**src/rtl/micro_sequencer_if.sv**
```systemverilog
`default_nettype none
// ============================================================================
// Module      : micro_sequencer_if
// Description : Sequencing-field / micro-PC bundle between microinstruction
//               register, condition mux and the micro-sequencer.
// Revision    : 1.0 - initial release
// ============================================================================
interface micro_sequencer_if #(
    parameter int ADDR_BITS = 8
);
    logic                 en;
    logic [2:0]           op;
    logic [ADDR_BITS-1:0] br_addr;
    logic                 cond;
    logic [ADDR_BITS-1:0] upc;
    logic [4:0]           depth;
    logic                 stack_ovf;
    logic                 stack_unf;

    modport master (
        output en, op, br_addr, cond,
        input  upc, depth, stack_ovf, stack_unf
    );

    modport slave (
        input  en, op, br_addr, cond,
        output upc, depth, stack_ovf, stack_unf
    );
endinterface
`default_nettype wire

```
**src/rtl/micro_sequencer.sv**
```systemverilog
`default_nettype none
// ============================================================================
// Module      : micro_sequencer
// Description : Micro-PC sequencer with branch/wait opcodes and a LIFO return
//               stack for micro-subroutines; upc addresses the control store.
// Revision    : 1.0 - initial release
// ============================================================================
module micro_sequencer #(
    parameter int ADDR_BITS   = 8,
    parameter int STACK_DEPTH = 4
) (
    input  wire               clk,
    input  wire               rst_n,
    micro_sequencer_if.slave  bus
);
    localparam logic [2:0] c_OP_CONT = 3'b000;
    localparam logic [2:0] c_OP_JMP  = 3'b001;
    localparam logic [2:0] c_OP_BRT  = 3'b010;
    localparam logic [2:0] c_OP_BRF  = 3'b011;
    localparam logic [2:0] c_OP_CALL = 3'b100;
    localparam logic [2:0] c_OP_RET  = 3'b101;
    localparam logic [2:0] c_OP_WAIT = 3'b110;
    localparam logic [2:0] c_OP_RST  = 3'b111;

    localparam int         c_IDX_BITS = (STACK_DEPTH > 1) ? $clog2(STACK_DEPTH) : 1;
    localparam logic [4:0] c_FULL     = 5'(STACK_DEPTH);

    logic [ADDR_BITS-1:0]  r_upc;
    logic [4:0]            r_depth;
    logic                  r_ovf;
    logic                  r_unf;
    logic [ADDR_BITS-1:0]  r_stack [STACK_DEPTH];

    logic [ADDR_BITS-1:0]  w_upc_inc;
    logic [ADDR_BITS-1:0]  w_upc_nxt;
    logic [4:0]            w_depth_nxt;
    logic                  w_ovf_nxt;
    logic                  w_unf_nxt;
    logic                  w_push;
    logic                  w_full;
    logic                  w_empty;
    logic [c_IDX_BITS-1:0] w_push_idx;
    logic [c_IDX_BITS-1:0] w_pop_idx;

    assign w_upc_inc  = r_upc + ADDR_BITS'(1);
    assign w_full     = (r_depth == c_FULL);
    assign w_empty    = (r_depth == 5'd0);
    assign w_push_idx = c_IDX_BITS'(r_depth);
    assign w_pop_idx  = c_IDX_BITS'(r_depth - 5'd1);

    always_comb begin
        w_upc_nxt   = r_upc;
        w_depth_nxt = r_depth;
        w_ovf_nxt   = r_ovf;
        w_unf_nxt   = r_unf;
        w_push      = 1'b0;
        if (bus.en) begin
            case (bus.op)
                c_OP_CONT: w_upc_nxt = w_upc_inc;
                c_OP_JMP:  w_upc_nxt = bus.br_addr;
                c_OP_BRT:  w_upc_nxt = bus.cond ? bus.br_addr : w_upc_inc;
                c_OP_BRF:  w_upc_nxt = bus.cond ? w_upc_inc : bus.br_addr;
                c_OP_CALL: begin
                    // A refused call falls through so the microprogram keeps running.
                    if (!w_full) begin
                        w_push      = 1'b1;
                        w_depth_nxt = r_depth + 5'd1;
                        w_upc_nxt   = bus.br_addr;
                    end else begin
                        w_upc_nxt   = w_upc_inc;
                        w_ovf_nxt   = 1'b1;
                    end
                end
                c_OP_RET: begin
                    if (!w_empty) begin
                        w_depth_nxt = r_depth - 5'd1;
                        w_upc_nxt   = r_stack[w_pop_idx];
                    end else begin
                        w_upc_nxt   = w_upc_inc;
                        w_unf_nxt   = 1'b1;
                    end
                end
                c_OP_WAIT: w_upc_nxt = bus.cond ? w_upc_inc : r_upc;
                c_OP_RST: begin
                    w_upc_nxt   = '0;
                    w_depth_nxt = 5'd0;
                    w_ovf_nxt   = 1'b0;
                    w_unf_nxt   = 1'b0;
                end
                default: ;
            endcase
        end
    end

    always_ff @(posedge clk or negedge rst_n) begin
        if (!rst_n) begin
            r_upc   <= '0;
            r_depth <= 5'd0;
            r_ovf   <= 1'b0;
            r_unf   <= 1'b0;
        end else begin
            r_upc   <= w_upc_nxt;
            r_depth <= w_depth_nxt;
            r_ovf   <= w_ovf_nxt;
            r_unf   <= w_unf_nxt;
        end
    end

    // Entry contents are don't-care after reset, so the array carries no reset.
    always_ff @(posedge clk) begin
        if (w_push) begin
            r_stack[w_push_idx] <= w_upc_inc;
        end
    end

    assign bus.upc       = r_upc;
    assign bus.depth     = r_depth;
    assign bus.stack_ovf = r_ovf;
    assign bus.stack_unf = r_unf;
endmodule
`default_nettype wire

```
**src/flat_wrapper.sv**
```systemverilog
// flat-port wrapper written by rule: the top's interface ports become plain ports
module micro_sequencer_flat 
#(
    parameter int ADDR_BITS   = 8,
    parameter int STACK_DEPTH = 4
)
  (clk, rst_n, bus_en, bus_op, bus_br_addr, bus_cond, bus_upc, bus_depth, bus_stack_ovf, bus_stack_unf);
  micro_sequencer_if #(.ADDR_BITS(ADDR_BITS)) bus_i ();
  input  wire clk;
  input  wire rst_n;
  input wire logic [$bits(bus_i.en)-1:0] bus_en;
  input wire logic [$bits(bus_i.op)-1:0] bus_op;
  input wire logic [$bits(bus_i.br_addr)-1:0] bus_br_addr;
  input wire logic [$bits(bus_i.cond)-1:0] bus_cond;
  output wire logic [$bits(bus_i.upc)-1:0] bus_upc;
  output wire logic [$bits(bus_i.depth)-1:0] bus_depth;
  output wire logic [$bits(bus_i.stack_ovf)-1:0] bus_stack_ovf;
  output wire logic [$bits(bus_i.stack_unf)-1:0] bus_stack_unf;
  assign bus_i.en = bus_en;
  assign bus_i.op = bus_op;
  assign bus_i.br_addr = bus_br_addr;
  assign bus_i.cond = bus_cond;
  assign bus_upc = bus_i.upc;
  assign bus_depth = bus_i.depth;
  assign bus_stack_ovf = bus_i.stack_ovf;
  assign bus_stack_unf = bus_i.stack_unf;
  micro_sequencer #(.ADDR_BITS(ADDR_BITS), .STACK_DEPTH(STACK_DEPTH)) u_core (.clk(clk), .rst_n(rst_n), .bus(bus_i));
endmodule
```
**config.mk**
```make
export PLATFORM = sky130hd
export DESIGN_NAME = micro_sequencer_flat
export DESIGN_NICKNAME = d
export VERILOG_FILES = /design/src/rtl/micro_sequencer_if.sv /design/src/rtl/micro_sequencer.sv /design/src/flat_wrapper.sv
export SDC_FILE = /design/constraint.sdc
export NUM_CORES = 1
export LEC_CHECK = 0
export CAP_MARGIN = 20
export CORE_ASPECT_RATIO = 0.5
export CORE_MARGIN = 2
export CORE_UTILIZATION = 52
export CTS_BUF_LIST = sky130_fd_sc_hd__clkbuf_8
export CTS_CLUSTER_SIZE = 8
export DETAILED_ROUTE_END_ITERATION = 7
export GPL_TIMING_DRIVEN = 1
export PLACE_DENSITY = 0.75
export RECOVER_POWER = 25
export SLEW_MARGIN = 10
export SYNTH_ARGS = -nofsm -noshare
export SYNTH_HDL_FRONTEND = slang
export SYNTH_SLANG_ARGS = --single-unit
```
**constraint.sdc**
```tcl
create_clock -name clk -period 2.8 [get_ports clk]
set_input_delay 0.28 -clock clk [delete_from_list [all_inputs] [get_ports clk]]
set_output_delay 0.28 -clock clk [all_outputs]
set_load 0.02 [all_outputs]
```
==> flow_summary.toml <==
[outcome]
status = "finished clean"

[final_layout]
nets = 241
final_common_cell = "edfxtp_1"
final_cell_mix = "edfxtp_1 (32), clkdlybuf4s50_1 (28), nand2_1 (17)"
final_cells = 278
drive_gt1_share_pct = 11.8
nFillCells = 360
final_area_um2 = 2850
fin_util_pct = 64.2
n_antenna_cell = 0
area_growth_pct = 17.3

[routing]
drc = 0
routedWlPerCell_um = 17.9
drt-total-wl_mm = 4.97
dr.first_iter.drc_count = 178
avgViaCountPerCell = 6.19
first_pass_iters = 5
via_count = 1721
ant_nets = 0

[global_route]
grt_first_pass_wirelength_mm = 8.25
grt_pass1_vias = 1711
antenna_found_initial = 0
overflow = 0
grt_max_degree = 18
grt.total_usage_pct = 21.3

[logic_synthesis]
synth-simple-area-share_pct = 12.0
synthMuxAreaShare_pct = 7.82
ys_ff_latch = 47
synth_compound_area_share_pct = 16.1
synthXorXnorAreaFrac_pct = 2.52
syn-cell-area_um2 = 2430
async_flop_share_pct = 31.9
synthAdderAreaFrac_pct = 3.09
synth_seq_area_share_pct = 55.0
postSynthAreaPerCell_um2 = 12.7
synth.distinct_cells = 51
synth_fp_nets = 212
synth_warnings = 0
ys.flop_type = "edfxtp_1"
syn_inst = 191
synth_edf_count = 32
synth_top_family_by_area = "compound AO/OA/AOI/OAI gates"

[worst_setup_path]
critPathBufInv = 1
worstPathMaxFanout = 8
cp-start-kind = "flop"
setup.worst_path.start = "u_core.bus.depth[1]$_DFFE_PN0P_"
cp_slowest_cell = "dfrtp_1"
path_cells = "inv_1, ha_1, nor4b_2, nor2_1, a32o_1, a31oi_1, o221ai_1"
cp.depth = 7
worst_ep_required_time_ns = 2.98
cp_slowest_stage_delay_ns = 0.47
reg2regPathDepth = 7
cp.arrival_ns = 2.50
crit_type = "reg2reg"
reg2reg_from = "u_core.bus.depth[1]$_DFFE_PN0P_"
cp-end-kind = "flop"
crit_family = "simple AND/OR/NAND/NOR gates"

[worst_hold_path]
hp-class = "in2async"

[die]
coreArea_um2 = 4450
start_util_pct = 54.7
die_h_um = 52.4
rows = 17
die_w_um = 101
die_area_um2 = 5270
ios = 30

[clocking]
cts_tree = "built"
cts_buffers = 5
cts_setup_buffers = 0
clock_latency_ns = 0.30
cts.clk_slew.worst_paths_ns = 0.10
postCtsHoldBufs = 0
htree_num_levels = 2
cts_resized = 0
cts_buffer_depth = 2
cts.sinks = 47
root_buffer = "clkbuf_8"

[pwr]
p_per_area_nw_per_um2 = 729
p_int_mw = 1.36
p_leak_nw = 1.01
finalPower_mw = 2.08
vdd_ir_drop_max_mv = 0.388
power_switching_mw = 0.722
combPwrFrac_pct = 33.4
p_seq_share_pct = 45.3
clkPwrFrac_pct = 21.2
swShare_pct = 34.7

[timing]
max_slew.worst_pin.slew_ns = 0.731
final.setup.worst_slack_ns = 0.483
finalCriticalPeriod_ns = 2.32
finalCritPeriodShare_pct = 82.8
rsz0062_at_grt = "false"
fmax_mhz = 432
relSlewSlack_pct = 51.1
setup_tns_ns = 0
final_max_slew_viol_count = 0
whs_ns = 0.465
fin_skew_ns = 0.00807
finalHoldViolCount = 0
finalSetupViolCount = 0

[placed_design]
placed_cells = 270
postPlaceCellArea_um2 = 2760
pre_cts_slack_ns = 0.337
gp_congestion = 0.910
hpwl_mm = 3.59
numPortBuffers = 29

[job]
drv_cap = 0
[metal layers]
layer | track usage [%] | vias up | wire (um) | part of all wire [%]
li1 | - | 803 | - | -
met1 | 28.7 | 861 | 2370 | 48
met2 | 33.3 | 53 | 2370 | 48
met3 | 5.07 | 4 | 191 | 3.8
met4 | 9.59 | 0 | 37 | 0.74
met5 | 0 | - | 0 | 0
[flip-flops by register name (all words and copies together) (netlist names)]
register / cells
u_core.bus.depth: 5
u_core.bus.stack_ovf: 1
u_core.bus.stack_unf: 1
u_core.bus.upc: 8
u_core.r_stack: 32
[cells by family after synthesis]
| logic type | after synthesis |
|---|---|
| AOI/OAI and AO/OA | 54 |
| xor gates and xnor gates | 7 |
| buffers and inverters | 17 |
| DFF | 47 |
| and+or+nand+nor | 51 |
| muxes | 9 |
| adders and majority gates | 6 |
[worst paths after layout]
path | slack [ns] | endpoint
max | 0.48 | u_core.bus.upc[3]$_DFFE_PN0P_
min | 0.47 | u_core.bus.depth[2]$_DFFE_PN0P_
max reg2reg | 0.48 | u_core.bus.upc[3]$_DFFE_PN0P_
min reg2reg | 0.55 | u_core.bus.stack_ovf$_DFFE_PN0P_
max in group asynchronous | 1.87 | u_core.bus.upc[0]$_DFFE_PN0P_
min in group clk | 0.55 | u_core.bus.stack_ovf$_DFFE_PN0P_
[Yosys cell counts, types with 4 or more instances]
cell	number	share of area, %
edfxtp_1	32	40
nand2_1	17	2.6
dfrtp_1	15	15
o21ai_0	14	2.9
mux4_2	8	7.4
nor2_1	8	1.2
inv_1	7	1.1
a21oi_1	6	1.2
a222oi_1	6	2.5
ha_1	6	3.1
and2_1	5	1.3
clkbuf_1	4	0.62
nand3_1	4	0.82
nor3_1	4	0.82
xor2_1	4	1.4
[power by group through the flow]
stage / Sequential [mW] / Clock, mW / Combinational, mW
2_1_floorplan: 0.979 / 0 / 0.439
3_3_place_gp: 0.953 / 0 / 0.683
3_5_place_dp: 0.958 / 0 / 0.691
4_1_cts: 0.942 / 0.453 / 0.695
5_1_grt: 0.958 / 0.480 / 0.756
6_report: 0.943 / 0.442 / 0.695
[area by class of cell]
cell class / count / area [um^2] / area share, %
Sequential cell: 47 / 1340 / 46.8
Multi-Input combinational cell: 127 / 1010 / 35.4
Timing Repair Buffer: 32 / 313 / 11.0
Tap cell: 57 / 71.3 / 2.50
Clock buffer: 5 / 68.8 / 2.41
Clock inverter: 3 / 27.5 / 0.965
Inverter: 7 / 26.3 / 0.921
[worst register-to-register path, stage by stage (launching register included)]
cell and delay, ns:
dfrtp_1 0.47, inv_1 0.18, ha_1 0.30, nor4b_2 0.43, nor2_1 0.27, a32o_1 0.28, a31oi_1 0.14, o221ai_1 0.13
Power figures use the tool's default switching activity.
